`config.mk`:
```
export PLATFORM = sky130hd
export DESIGN_NAME = regfile_write_arbiter_flat
export DESIGN_NICKNAME = d
export VERILOG_FILES = /design/src/rtl/regfile_ctrl_pkg.sv /design/src/rtl/regfile_write_arbiter_if.sv /design/src/rtl/rr_arb2.sv /design/src/rtl/regfile_write_arbiter.sv /design/src/flat_wrapper.sv
export SDC_FILE = /design/constraint.sdc
export NUM_CORES = 1
export LEC_CHECK = 0
export BUFFER_PORTS_ARGS = -buffer_cell sky130_fd_sc_hd__buf_2
export CORE_UTILIZATION = 42
export DETAILED_ROUTE_END_ITERATION = 10
export HOLD_SLACK_MARGIN = 0.08
export PLACE_DENSITY = 0.78
export SLEW_MARGIN = 20
export SYNTH_ARGS = -nofsm -noshare
export SYNTH_HDL_FRONTEND = slang
export SYNTH_SLANG_ARGS = --single-unit
```
`constraint.sdc`:
```
create_clock -name clk -period 1.65 [get_ports clk]
set_input_delay 0.165 -clock clk [delete_from_list [all_inputs] [get_ports clk]]
set_output_delay 0.165 -clock clk [all_outputs]
set_load 0.1 [all_outputs]
```
`src/rtl/regfile_ctrl_pkg.sv`:
```
// Shared definitions for the register file write arbiter.
// Contents: FSM state type, requester ids, the hard-wired zero register
// index, and default geometry for the register file.
package regfile_ctrl_pkg;

    typedef enum logic {
        ST_INIT,
        ST_RUN
    } state_e;

    localparam logic REQ_A = 1'b0;
    localparam logic REQ_B = 1'b1;

    localparam int unsigned ZERO_REG = 0;

    localparam int unsigned NUM_REGS_DEF = 32;
    localparam int unsigned ADDR_W_DEF   = 5;
    localparam int unsigned DATA_W_DEF   = 32;

endpackage

```
`src/rtl/regfile_write_arbiter_if.sv`:
```
// Writeback request bundle for two requesters (A: ALU, B: load).
// master: drives valid/addr/data, receives ready.
// slave : receives valid/addr/data, drives ready.
// A requester that sees ready=0 must hold valid/addr/data stable.
interface regfile_write_arbiter_if #(
    parameter int unsigned ADDR_W = 5,
    parameter int unsigned DATA_W = 32
);
    logic              a_valid;
    logic [ADDR_W-1:0] a_addr;
    logic [DATA_W-1:0] a_data;
    logic              a_ready;
    logic              b_valid;
    logic [ADDR_W-1:0] b_addr;
    logic [DATA_W-1:0] b_data;
    logic              b_ready;

    modport master (
        output a_valid, a_addr, a_data, b_valid, b_addr, b_data,
        input  a_ready, b_ready
    );

    modport slave (
        input  a_valid, a_addr, a_data, b_valid, b_addr, b_data,
        output a_ready, b_ready
    );
endinterface

```
`src/rtl/rr_arb2.sv`:
```
// Two-requester round-robin arbiter, purely combinational.
// Ports:
//   req        - request vector, bit 0 = A, bit 1 = B
//   last_grant - id of the most recently granted requester (state kept by parent)
//   gnt        - one-hot grant
//   gnt_id     - id of the granted requester (REQ_A when nothing is granted)
module rr_arb2
    import regfile_ctrl_pkg::*;
(
    input  logic [1:0] req,
    input  logic       last_grant,
    output logic [1:0] gnt,
    output logic       gnt_id
);

    always_comb begin
        gnt    = 2'b00;
        gnt_id = REQ_A;
        unique case (req)
            2'b01: begin
                gnt    = 2'b01;
                gnt_id = REQ_A;
            end
            2'b10: begin
                gnt    = 2'b10;
                gnt_id = REQ_B;
            end
            2'b11: begin
                // Tie: favour whoever did not win last time.
                if (last_grant == REQ_B) begin
                    gnt    = 2'b01;
                    gnt_id = REQ_A;
                end else begin
                    gnt    = 2'b10;
                    gnt_id = REQ_B;
                end
            end
            default: ;
        endcase
    end

endmodule

```
`src/rtl/regfile_write_arbiter.sv`:
```
// Register file write-port arbiter.
// After reset, sweeps every register to INIT_VALUE (one write per cycle),
// then shares the single write port between requesters A and B with
// round-robin arbitration on ties. Writes to register 0 are accepted but
// dropped. Outputs to the register file are registered (1 cycle latency).
// Ports:
//   clk, reset   - clock, synchronous active-high reset
//   wb           - requester bundle (slave side)
//   rf_we/rf_waddr/rf_wdata - register file write port
//   init_done    - high once the init sweep has completed
//   conflict_cnt - saturating count of RUN cycles with both requesters valid
module regfile_write_arbiter
    import regfile_ctrl_pkg::*;
#(
    parameter int unsigned       NUM_REGS   = NUM_REGS_DEF,
    parameter int unsigned       ADDR_W     = ADDR_W_DEF,
    parameter int unsigned       DATA_W     = DATA_W_DEF,
    parameter logic [DATA_W-1:0] INIT_VALUE = '0,
    parameter int unsigned       CNT_W      = 16
) (
    input  logic                   clk,
    input  logic                   reset,
    regfile_write_arbiter_if.slave wb,
    output logic                   rf_we,
    output logic [ADDR_W-1:0]      rf_waddr,
    output logic [DATA_W-1:0]      rf_wdata,
    output logic                   init_done,
    output logic [CNT_W-1:0]       conflict_cnt
);

    state_e              state_q, state_d;
    logic [ADDR_W-1:0]   init_ptr_q, init_ptr_d;
    logic                last_grant_q, last_grant_d;
    logic                rf_we_q, rf_we_d;
    logic [ADDR_W-1:0]   rf_waddr_q, rf_waddr_d;
    logic [DATA_W-1:0]   rf_wdata_q, rf_wdata_d;
    logic                init_done_q, init_done_d;
    logic [CNT_W-1:0]    conflict_cnt_q, conflict_cnt_d;

    logic [1:0]          req;
    logic [1:0]          gnt;
    logic                gnt_id;
    logic [ADDR_W-1:0]   sel_addr;
    logic [DATA_W-1:0]   sel_data;

    // Requests are masked outside RUN so nothing is accepted during the sweep.
    assign req = (state_q == ST_RUN) ? {wb.b_valid, wb.a_valid} : 2'b00;

    rr_arb2 u_arb (
        .req        (req),
        .last_grant (last_grant_q),
        .gnt        (gnt),
        .gnt_id     (gnt_id)
    );

    assign wb.a_ready = gnt[0];
    assign wb.b_ready = gnt[1];
    assign sel_addr   = (gnt_id == REQ_B) ? wb.b_addr : wb.a_addr;
    assign sel_data   = (gnt_id == REQ_B) ? wb.b_data : wb.a_data;

    always_comb begin
        state_d        = state_q;
        init_ptr_d     = init_ptr_q;
        last_grant_d   = last_grant_q;
        rf_we_d        = 1'b0;
        rf_waddr_d     = '0;
        rf_wdata_d     = '0;
        // Rises one cycle after RUN is entered, i.e. after the last sweep write.
        init_done_d    = (state_q == ST_RUN);
        conflict_cnt_d = conflict_cnt_q;

        unique case (state_q)
            ST_INIT: begin
                rf_we_d    = 1'b1;
                rf_waddr_d = init_ptr_q;
                rf_wdata_d = INIT_VALUE;
                init_ptr_d = init_ptr_q + ADDR_W'(1);
                if (init_ptr_q == ADDR_W'(NUM_REGS - 1)) begin
                    state_d = ST_RUN;
                end
            end
            ST_RUN: begin
                if (|gnt) begin
                    last_grant_d = gnt_id;
                    // Register 0 is hard-wired: accept the request, drop the write.
                    if (sel_addr != ADDR_W'(ZERO_REG)) begin
                        rf_we_d    = 1'b1;
                        rf_waddr_d = sel_addr;
                        rf_wdata_d = sel_data;
                    end
                end
                if (wb.a_valid && wb.b_valid && (conflict_cnt_q != '1)) begin
                    conflict_cnt_d = conflict_cnt_q + CNT_W'(1);
                end
            end
            default: state_d = ST_INIT;
        endcase
    end

    always_ff @(posedge clk) begin
        if (reset) begin
            state_q        <= ST_INIT;
            init_ptr_q     <= '0;
            last_grant_q   <= REQ_B;
            rf_we_q        <= 1'b0;
            rf_waddr_q     <= '0;
            rf_wdata_q     <= '0;
            init_done_q    <= 1'b0;
            conflict_cnt_q <= '0;
        end else begin
            state_q        <= state_d;
            init_ptr_q     <= init_ptr_d;
            last_grant_q   <= last_grant_d;
            rf_we_q        <= rf_we_d;
            rf_waddr_q     <= rf_waddr_d;
            rf_wdata_q     <= rf_wdata_d;
            init_done_q    <= init_done_d;
            conflict_cnt_q <= conflict_cnt_d;
        end
    end

    assign rf_we        = rf_we_q;
    assign rf_waddr     = rf_waddr_q;
    assign rf_wdata     = rf_wdata_q;
    assign init_done    = init_done_q;
    assign conflict_cnt = conflict_cnt_q;

endmodule

```
`src/flat_wrapper.sv`:
```
// flat-port wrapper written by rule: the top's interface ports become plain ports
module regfile_write_arbiter_flat import regfile_ctrl_pkg::*;
#(
    parameter int unsigned       NUM_REGS   = NUM_REGS_DEF,
    parameter int unsigned       ADDR_W     = ADDR_W_DEF,
    parameter int unsigned       DATA_W     = DATA_W_DEF,
    parameter logic [DATA_W-1:0] INIT_VALUE = '0,
    parameter int unsigned       CNT_W      = 16
)
  (clk, reset, rf_we, rf_waddr, rf_wdata, init_done, conflict_cnt, wb_a_valid, wb_a_addr, wb_a_data, wb_b_valid, wb_b_addr, wb_b_data, wb_a_ready, wb_b_ready);
  regfile_write_arbiter_if #(.ADDR_W(ADDR_W), .DATA_W(DATA_W)) wb_i ();
  input  logic clk;
  input  logic reset;
  output logic rf_we;
  output logic [ADDR_W-1:0] rf_waddr;
  output logic [DATA_W-1:0] rf_wdata;
  output logic init_done;
  output logic [CNT_W-1:0] conflict_cnt;
  input wire logic [$bits(wb_i.a_valid)-1:0] wb_a_valid;
  input wire logic [$bits(wb_i.a_addr)-1:0] wb_a_addr;
  input wire logic [$bits(wb_i.a_data)-1:0] wb_a_data;
  input wire logic [$bits(wb_i.b_valid)-1:0] wb_b_valid;
  input wire logic [$bits(wb_i.b_addr)-1:0] wb_b_addr;
  input wire logic [$bits(wb_i.b_data)-1:0] wb_b_data;
  output wire logic [$bits(wb_i.a_ready)-1:0] wb_a_ready;
  output wire logic [$bits(wb_i.b_ready)-1:0] wb_b_ready;
  assign wb_i.a_valid = wb_a_valid;
  assign wb_i.a_addr = wb_a_addr;
  assign wb_i.a_data = wb_a_data;
  assign wb_i.b_valid = wb_b_valid;
  assign wb_i.b_addr = wb_b_addr;
  assign wb_i.b_data = wb_b_data;
  assign wb_a_ready = wb_i.a_ready;
  assign wb_b_ready = wb_i.b_ready;
  regfile_write_arbiter #(.NUM_REGS(NUM_REGS), .ADDR_W(ADDR_W), .DATA_W(DATA_W), .INIT_VALUE(INIT_VALUE), .CNT_W(CNT_W)) u_core (.clk(clk), .reset(reset), .wb(wb_i), .rf_we(rf_we), .rf_waddr(rf_waddr), .rf_wdata(rf_wdata), .init_done(init_done), .conflict_cnt(conflict_cnt));
endmodule
```
# After elaboration in Yosys (flattened, before gate mapping)
# Index checks and enable logic that the tools add are counted.
# op_classes
add_sub_neg,2
n_mul,0
div,0
n_lt_le_gt_ge,0
n_eq_ne,5
n_shift,0
mux,18
n_bitwise,1
reduce_logical,6
# op_table
operator,n
32-bit 2-to-1 mux,3
32-bit case mux with 2 select lines,1
16-bit by 1-bit adder with 16-bit output (second input constant),1
16-bit inequality test (second input constant),1
5-bit 2-to-1 mux,3
5-bit case mux with 2 select lines,1
2-bit case mux with 3 select lines,1
5-bit by 1-bit adder with 5-bit output (second input constant),1
5-bit equality test (second input constant),1
1-bit 2-to-1 mux,5
5-bit nonzero test,1
2-bit equality test (second input constant),2
2-bit 2-to-1 mux,2
1-bit case mux with 2 select lines,2
2-bit AND reduction,2
2-bit by 1-bit equality test with 1-bit output (second input constant),1
1-bit logical AND,2
2-bit OR reduction,1
1-bit NOT,1
# word_totals
reg_bits,62
latch_bits,0
ram_bits,0
romBits,0
input_bits,78
out_inout_bits,57
mem_count,0

# Longest topological paths before layout
# Gate-level depths: netlist of run 1.
# depth
ltp_word,8
ltp_mapped,8
ltp_nobuf,5

# Hierarchy
# Synthesis of run 1 repeated with hierarchy kept, for this count alone.
# hier_totals
cells_unflattened,274
area_unflattened_um2,2625.0
# by_module_without_submodules
module,n_inst,cells_per_inst,area_each_um2,seq_area_each_um2
regfile_write_arbiter,1,270,2598.7,1241.2
rr_arb2,1,4,26.3,0.0

# Least setup slack after synthesis of run 1
# No wires, ideal clock.
# synth_timing
path_kind,register to register
from,register u_core.conflict_cnt_q[0] (netlist: u_core.conflict_cnt[0])
to,register u_core.conflict_cnt_q[12] (netlist: u_core.conflict_cnt[12])
arrival_ns,2.339
slack_ns,-0.812
path_stages_with_launch,6
path_buffers,0
cell_sequence,dfxtp_1 ha_1 nand2_1 nor4_1 nand4_1 mux2_1
# synth_between
elab_chain_cells,3
# synth_rtl
item,line_no,text
"start, declared",regfile_write_arbiter.sv:38,"logic [CNT_W-1:0] conflict_cnt_q, conflict_cnt_d;"
"start signal, assigned",regfile_write_arbiter.sv:118,conflict_cnt_q <= conflict_cnt_d;
"parallel branches: the longest is 3 deep, another holds 16-bit by 1-bit adder with 16-bit output",--,
# Several ways; the timed one is not identified.
# A chain may end at the register's enable or synchronous reset.

# Worst setup path in the final report of run 1
# layout_timing
from,register u_core.state_q (netlist: u_core.init_done_d)
to,register u_core.conflict_cnt_q[7] (netlist: u_core.conflict_cnt[7])
# layout_between
elab_chain_cells,1
# layout_rtl
item,line_no,text
"start, declared",regfile_write_arbiter.sv:31,"state_e state_q, state_d;"
"start signal, assigned",regfile_write_arbiter.sv:111,state_q <= state_d;
2-bit AND reduction (no line),--,
# No other way between the ends.

==> impl_metrics.env, run 1 <==
export IMPL_areaGrowthSynthToFinish_pct=64.63
export IMPL_synth_edf_count=0
export IMPL_max_slew_margin=0.6624
export IMPL_outcome="finished, final reports clean"
export IMPL_die_width_microns=83.67
export IMPL_tns_ns=0
export IMPL_power_leakage_nw=2.137
export IMPL_regArea_sq_um=1301
export IMPL_synth_largest_area_cell="dfxtp_1"
export IMPL_worstMarginPinSlew_ns=0.5099
export IMPL_grt_pass1_vias=3271
export IMPL_clock_path_buffers=2
export IMPL_diodes=0
export IMPL_io_buffers=134
export IMPL_clkLatencyLatePin_ns=0.34
export IMPL_grt_start_max_net_pins=33
export IMPL_clock_skew_ns=0.007991
export IMPL_ios=135
export IMPL_synth_nets=404
export IMPL_rows=29
export IMPL_cts_tree="done"
export IMPL_grt_pass1_wl_mm=14.76
export IMPL_p_per_area_nw_per_um2=651.1
export IMPL_finalNonFillerCells=611
export IMPL_dr_first_iter_drc_count=155
export IMPL_fin_nets=610
export IMPL_core_area_sq_um=6386
export IMPL_die_area_sq_um=7001
export IMPL_hold_class="primary input to register"
export IMPL_synth_seq_cells=62
export IMPL_antenna_found_initial=0
export IMPL_finalHoldViolCount=0
export IMPL_synth_seq_area_share=0.4431
export IMPL_path_max_fanout=11
export IMPL_ys_types=45
export IMPL_irDropWorstVdd_uv=504.0
export IMPL_synth_top_area_frac=0.4431
export IMPL_cp_required_ns=1.86
export IMPL_yosys_warnings=0
export IMPL_fin_crit_ns=1.618
export IMPL_numCtsBuffers=9
export IMPL_gp_congestion=0.8405
export IMPL_yosys_top_cells_area="dfxtp_1 (44%), nand2_1 (9.6%), a21oi_2 (9.4%), a21oi_1 (2.9%), nor2_1 (2.4%)"
export IMPL_period_share=0.9807
export IMPL_grt_use_total=0.2650
export IMPL_drv_slew=0
export IMPL_async_reset_ff_frac=0
export IMPL_finalSetupViolCount=0
export IMPL_dp_hpwl_mm=5.366
export IMPL_start_util=0.4387
export IMPL_antenna_left=0
export IMPL_critPathArrivalTime_ns=1.83
export IMPL_syn_area_sq_um=2801
export IMPL_cts_sinks=62
export IMPL_layout_drive_gt1_share=0.4569
export IMPL_via_per_inst=5.295
export IMPL_dr_pass1_iters=4
export IMPL_grt_ovfl_total=0
export IMPL_cap_violations=0
export IMPL_synth_avg_cell_area_sq_um=8.673
export IMPL_synth_main_ff_cell="dfxtp_1"
export IMPL_htree_levels=3
export IMPL_vias=3235
export IMPL_multi_input_comb_area_sq_um=1526
export IMPL_dp_cells=536
export IMPL_die_h_microns=83.67
export IMPL_critPathCaptureType="register"
export IMPL_start_kind="register"
export IMPL_drcViolationCount=0
export IMPL_synthTopCellsByCount="nand2_1 (72), dfxtp_1 (62), a21oi_2 (30), nor2_1 (18), a21oi_1 (16)"
export IMPL_synth_most_common_cell="nand2_1"
export IMPL_postLayoutCoreUtil=0.7222
export IMPL_cts_root_buf="clkbuf_8"
export IMPL_crit_type="register to register"
export IMPL_n_fill_cell=466
export IMPL_fmax_ghz=0.6180
export IMPL_synth_cells=323
export IMPL_wl_mm=9.300
export IMPL_rsz0062_at_grt="true"
export IMPL_wl_per_cell_microns=15.22
export IMPL_cts_clk_slew_worst_paths_ns=0.07
[path summary, 6_finish.rpt]
check / endpoint / slack (ns) / cells past startpoint / from
setup / recovery: u_core.conflict_cnt[7] / 0.03 / 7 / u_core.init_done_d
hold / removal: u_core.rf_wdata[19] / 0.09 / 3 / wb_a_data[19]
setup reg to reg: u_core.conflict_cnt[7] / 0.03 / 7 / u_core.init_done_d
hold reg to reg: u_core.conflict_cnt[5] / 0.49 / 1 / u_core.conflict_cnt[5]
[what timing repair did]
action | CTS | global route
setup endpoints to repair | 36 | 21
hold endpoints to repair | 30 | 1
cloned | 2 | 0
resized for setup | 4 | 6
pin swaps | 0 | 1
hold buffers | 53 | 1
setup buffers | 1 | 2
[cells by family after synthesis]
logic type      after synthesis  share of synthesized area
simple gates                156                     0.2823
compound gates               71                     0.1889
flops                        62                     0.4431
buf+inv                      23                    0.04422
mux                           5                    0.01876
xor+xnor                      3                   0.009381
fa+ha+maj                     3                    0.01340
[per-stage QoR]
step                      setup WS [ns]  hold WS [ns]  power, mW  instance area [sq um]
after floorplan                -0.04994        0.2438      1.623                   2932
after detailed placement       -0.08885        0.3941      1.745                   3789
final                           0.03182       0.08792      3.003                   4612
after CTS                       0.01512       0.08103      3.008                   4564
after global placement         -0.01270        0.3888      1.739                   3789
after global routing           -0.03659       0.08071      3.118                   4612
[critical path, stage by stage, from the launching register on]
cell and delay, ns:
dfxtp_2 0.36, buf_4 0.12, nand3_1 0.07, buf_6 0.16, or2_4 0.25, buf_4 0.15, nor4_1 0.27, nor3_1 0.10
[power breakdown]
part | total, mW | switching [mW] | internal (mW) | leakage, nW
logic | 0.330 | 0.150 | 0.179 | 1.53
registers | 1.49 | 0.00835 | 1.48 | 0.513
clock network | 1.18 | 0.601 | 0.581 | 0.0905
total | 3.00 | 0.760 | 2.24 | 2.14
[cell usage in the layout (no fill, tap or decap), types with 3 or more instances in the layout]
cell type / n
a21bo_2: 5
a21oi_1: 15
a21oi_2: 30
a31oi_1: 3
and3_1: 3
buf_12: 4
buf_2: 132
buf_4: 20
clkbuf_8: 10
clkinv_2: 3
dfxtp_1: 44
dfxtp_2: 3
dfxtp_4: 15
dlygate4sd3_1: 54
inv_1: 4
mux2i_1: 3
nand2_1: 70
nand2b_1: 5
nand3_1: 10
nand4_1: 7
nor2_1: 18
nor2b_1: 6
nor3_1: 8
nor3b_1: 3
nor4_1: 4
nor4_4: 4
o21ai_0: 9
or3_1: 3
[per-layer routing]
metal | track usage | vias up | routed length (microns)
li1 | - | 1545 | -
met1 | 0.2945 | 1502 | 3694
met2 | 0.4627 | 145 | 4683
met3 | 0.07023 | 43 | 505
met4 | 0.1371 | 0 | 416
met5 | 0 | - | 0
[final cells by class]
type,instances,area share
multi-input combinational,238,0.3310
timing repair buffer,213,0.3258
sequential,62,0.2821
clock buffer,12,0.03147
tap,77,0.02089
clock inverter,4,0.004612
inverter,5,0.004069
[state kept, by name, summed over array words and instances (netlist names)]
name and count:
u_core.conflict_cnt 16, u_core.init_ptr_q 5, u_core.rf_we 1, u_core.last_grant_q 1, u_core.rf_wdata 32, u_core.init_done 1, u_core.init_done_d 1, u_core.rf_waddr 5
No activity file was read; power rests on OpenSTA's default activity.
==> inputs of run 2 (changes only) <==
--- a/config.mk
+++ b/config.mk
@@ -10,6 +10,7 @@
 export DETAILED_ROUTE_END_ITERATION = 10
 export HOLD_SLACK_MARGIN = 0.08
 export PLACE_DENSITY = 0.78
+export REMOVE_ABC_BUFFERS = 1
 export SLEW_MARGIN = 20
 export SYNTH_ARGS = -nofsm -noshare
 export SYNTH_HDL_FRONTEND = slang
==> run 2 against run 1 <==
  * Sequential cell count did not move
  * Global-route usage rose by 2.5 points
  * First-iteration DRC count rose by 8.4%
  * Sequential share of layout area fell by 2.1 points
  * Clock power rose by 18%
  * Count of clock-buffer cells in the layout fell by 2
  * Clock skew rose by 0.0040 ns
  * Via count rose by 4.2%
  * Worst setup slack got worse by 0.0083 ns
  * Sequential power barely moved
  * Critical path depth fell by 1
  * Routed wire length rose by 14%
  * Critical path type is now primary input to register
==> impl_metrics.env, run 2 (same netlist as run 1, synthesis figures left out) <==
export IMPL_outcome="finished, final reports clean"
export IMPL_cts_sinks=62
export IMPL_switching_share=0.2510
export IMPL_rsz0062_at_grt="true"
export IMPL_cp_cell_sequence="dlygate4sd3_1 -> buf_2 -> nor2b_1 -> or4b_4 -> buf_12 -> a21oi_4"
export IMPL_cpPeakStageDelay_ns=0.57
export IMPL_grt_pass1_wl_mm=15.82
export IMPL_layout_common_cells="buf_2 (133), nand2_1 (69), dlygate4sd3_1 (58)"
export IMPL_finalNonFillerCells=632
export IMPL_finalHoldViolCount=0
export IMPL_vias=3370
export IMPL_grt_ovfl_total=0
export IMPL_crit_family="buffers and inverters"
export IMPL_critPathArrivalTime_ns=1.89
export IMPL_period_share=0.9857
export IMPL_core_area_sq_um=6386
export IMPL_postPlaceCellArea_sq_um=3754
export IMPL_cts_root_buf="clkbuf_8"
export IMPL_worstMarginPinSlew_ns=0.5267
export IMPL_rows=29
export IMPL_cp_num_buf_inv=3
export IMPL_fin_area_sq_um=4787
export IMPL_htree_levels=3
export IMPL_clock_skew_ns=0.01200
export IMPL_hold_class="primary input to register"
export IMPL_grt_pass1_vias=3353
export IMPL_clock_path_buffers=2
export IMPL_regArea_sq_um=1252
export IMPL_critPathCaptureType="register"
export IMPL_dp_hpwl_mm=5.679
export IMPL_die_area_sq_um=7001
export IMPL_drcViolationCount=0
export IMPL_start_kind="primary input"
export IMPL_path_max_fanout=8
export IMPL_seq_power_share=0.465
export IMPL_grt_start_max_net_pins=33
export IMPL_gp_congestion=0.9067
export IMPL_wl_mm=10.58
export IMPL_n_fill_cell=431
export IMPL_p_per_area_nw_per_um2=679.4
export IMPL_combPwrFrac=0.107
export IMPL_grt_use_total=0.2902
export IMPL_dr_pass1_iters=4
export IMPL_max_slew_margin=0.6513
export IMPL_worst_path_max_delay_cell="or4b_4"
export IMPL_wl_per_cell_microns=16.73
export IMPL_areaGrowthSynthToFinish_pct=70.88
export IMPL_diodes=0
export IMPL_die_h_microns=83.67
export IMPL_r2r_slack_ns=0.03
export IMPL_layout_drive_gt1_share=0.4541
export IMPL_largest_reg_flops=32
export IMPL_cp_required_ns=1.92
export IMPL_cts_tree="done"
export IMPL_power_leakage_nw=2.214
export IMPL_whs_ns=0.08211
export IMPL_numCtsBuffers=9
export IMPL_die_width_microns=83.67
export IMPL_power_internal_mw=2.436
export IMPL_dr_first_iter_drc_count=168
export IMPL_dp_cells=549
export IMPL_crit_type="primary input to register"
export IMPL_p_clk_frac=0.427
export IMPL_fin_nets=631
export IMPL_antenna_found_initial=0
export IMPL_io_buffers=134
export IMPL_cap_violations=0
export IMPL_clkLatencyLatePin_ns=0.34
export IMPL_irDropWorstVdd_uv=519.0
export IMPL_multi_input_comb_area_sq_um=1551
export IMPL_start_util=0.4387
export IMPL_ios=135
export IMPL_final_common_cell="buf_2"
export IMPL_fin_crit_ns=1.626
export IMPL_p_sw_mw=0.8163
export IMPL_finalSetupViolCount=0
export IMPL_fmax_ghz=0.6148
export IMPL_antenna_left=0
export IMPL_cts_clk_slew_worst_paths_ns=0.07
export IMPL_via_per_inst=5.332
export IMPL_drv_slew=0
run 2: changes by cell type in the layout (fill, tap and decap cells not counted), moves of 2 or more:
cell,delta
clkinv_2,-3
buf_4,+15
a21oi_4,+3
dfxtp_1,+13
clkbuf_1,-2
dfxtp_4,-13
clkinvlp_4,+2
a21oi_2,-3
dlygate4sd3_1,+4
clkinv_4,+3
nor4_2,+2
run 2: worst reg2reg max path: stages, from the launching register on:
cell and delay (ns):
dfxtp_4 0.38, and2_4 0.16, a211oi_2 0.06, or4b_4 0.62
buf_12 0.19, a21oi_4 0.13
run 2: per-stage QoR:
step / setup slack [ns] / setup TNS, ns / total power, mW / util
2_1_floorplan: -1.193 / -49.99 / 1.639 / -
3_3_place_gp: -0.04971 / -1.130 / 1.762 / 0.5878
3_5_place_dp: -0.09223 / -2.480 / 1.766 / 0.5878
4_1_cts: -0.03018 / -0.03018 / 3.240 / 0.7161
5_1_grt: -0.03178 / -0.1664 / 3.371 / 0.7496
6_report: 0.02355 / 0 / 3.252 / 0.7496
run 2: cell type report:
| type | count | area share |
|---|---|---|
| timing repair buffer | 234 | 0.3466 |
| inverter | 5 | 0.003921 |
| clock inverter | 6 | 0.01490 |
| multi-input combinational | 238 | 0.3241 |
| sequential | 62 | 0.2616 |
| tap | 77 | 0.02013 |
| clock buffer | 10 | 0.02875 |
run 2: repair_timing:
item | 4_1_cts | 5_1_grt
buffers inserted | 0 | 6
endpoints found under the setup margin | 38 | 23
endpoints found under the hold margin | 33 | 2
gates resized for setup | 8 | 26
gates cloned | 1 | 2
pin swaps | 0 | 5
hold buffers | 56 | 2
run 2: layer usage:
layer / wire length, microns / GRT usage / up-vias
met5: 0 / 0 / -
met4: 328 / 0.1356 / 0
met3: 999 / 0.1019 / 32
met2: 5310 / 0.4959 / 210
met1: 3938 / 0.3217 / 1549
li1: - / - / 1579
run 2: worst paths after layout:
check,startpoint,to,depth (start not counted)
setup / recovery,reset,u_core.rf_wdata[23],6
hold / removal,wb_a_data[2],u_core.rf_wdata[2],3
setup reg to reg,u_core.init_done_d,u_core.rf_wdata[23],5
hold reg to reg,u_core.init_ptr_q[4],u_core.rf_waddr[4],2
run 2: power groups by stage:
stage	combinational [mW]	sequential (mW)	clock, mW
2_1_floorplan	0.0512	1.59	0
3_5_place_dp	0.216	1.55	0
6_report	0.349	1.51	1.39
5_1_grt	0.370	1.52	1.49
4_1_cts	0.319	1.52	1.40
3_3_place_gp	0.211	1.55	0
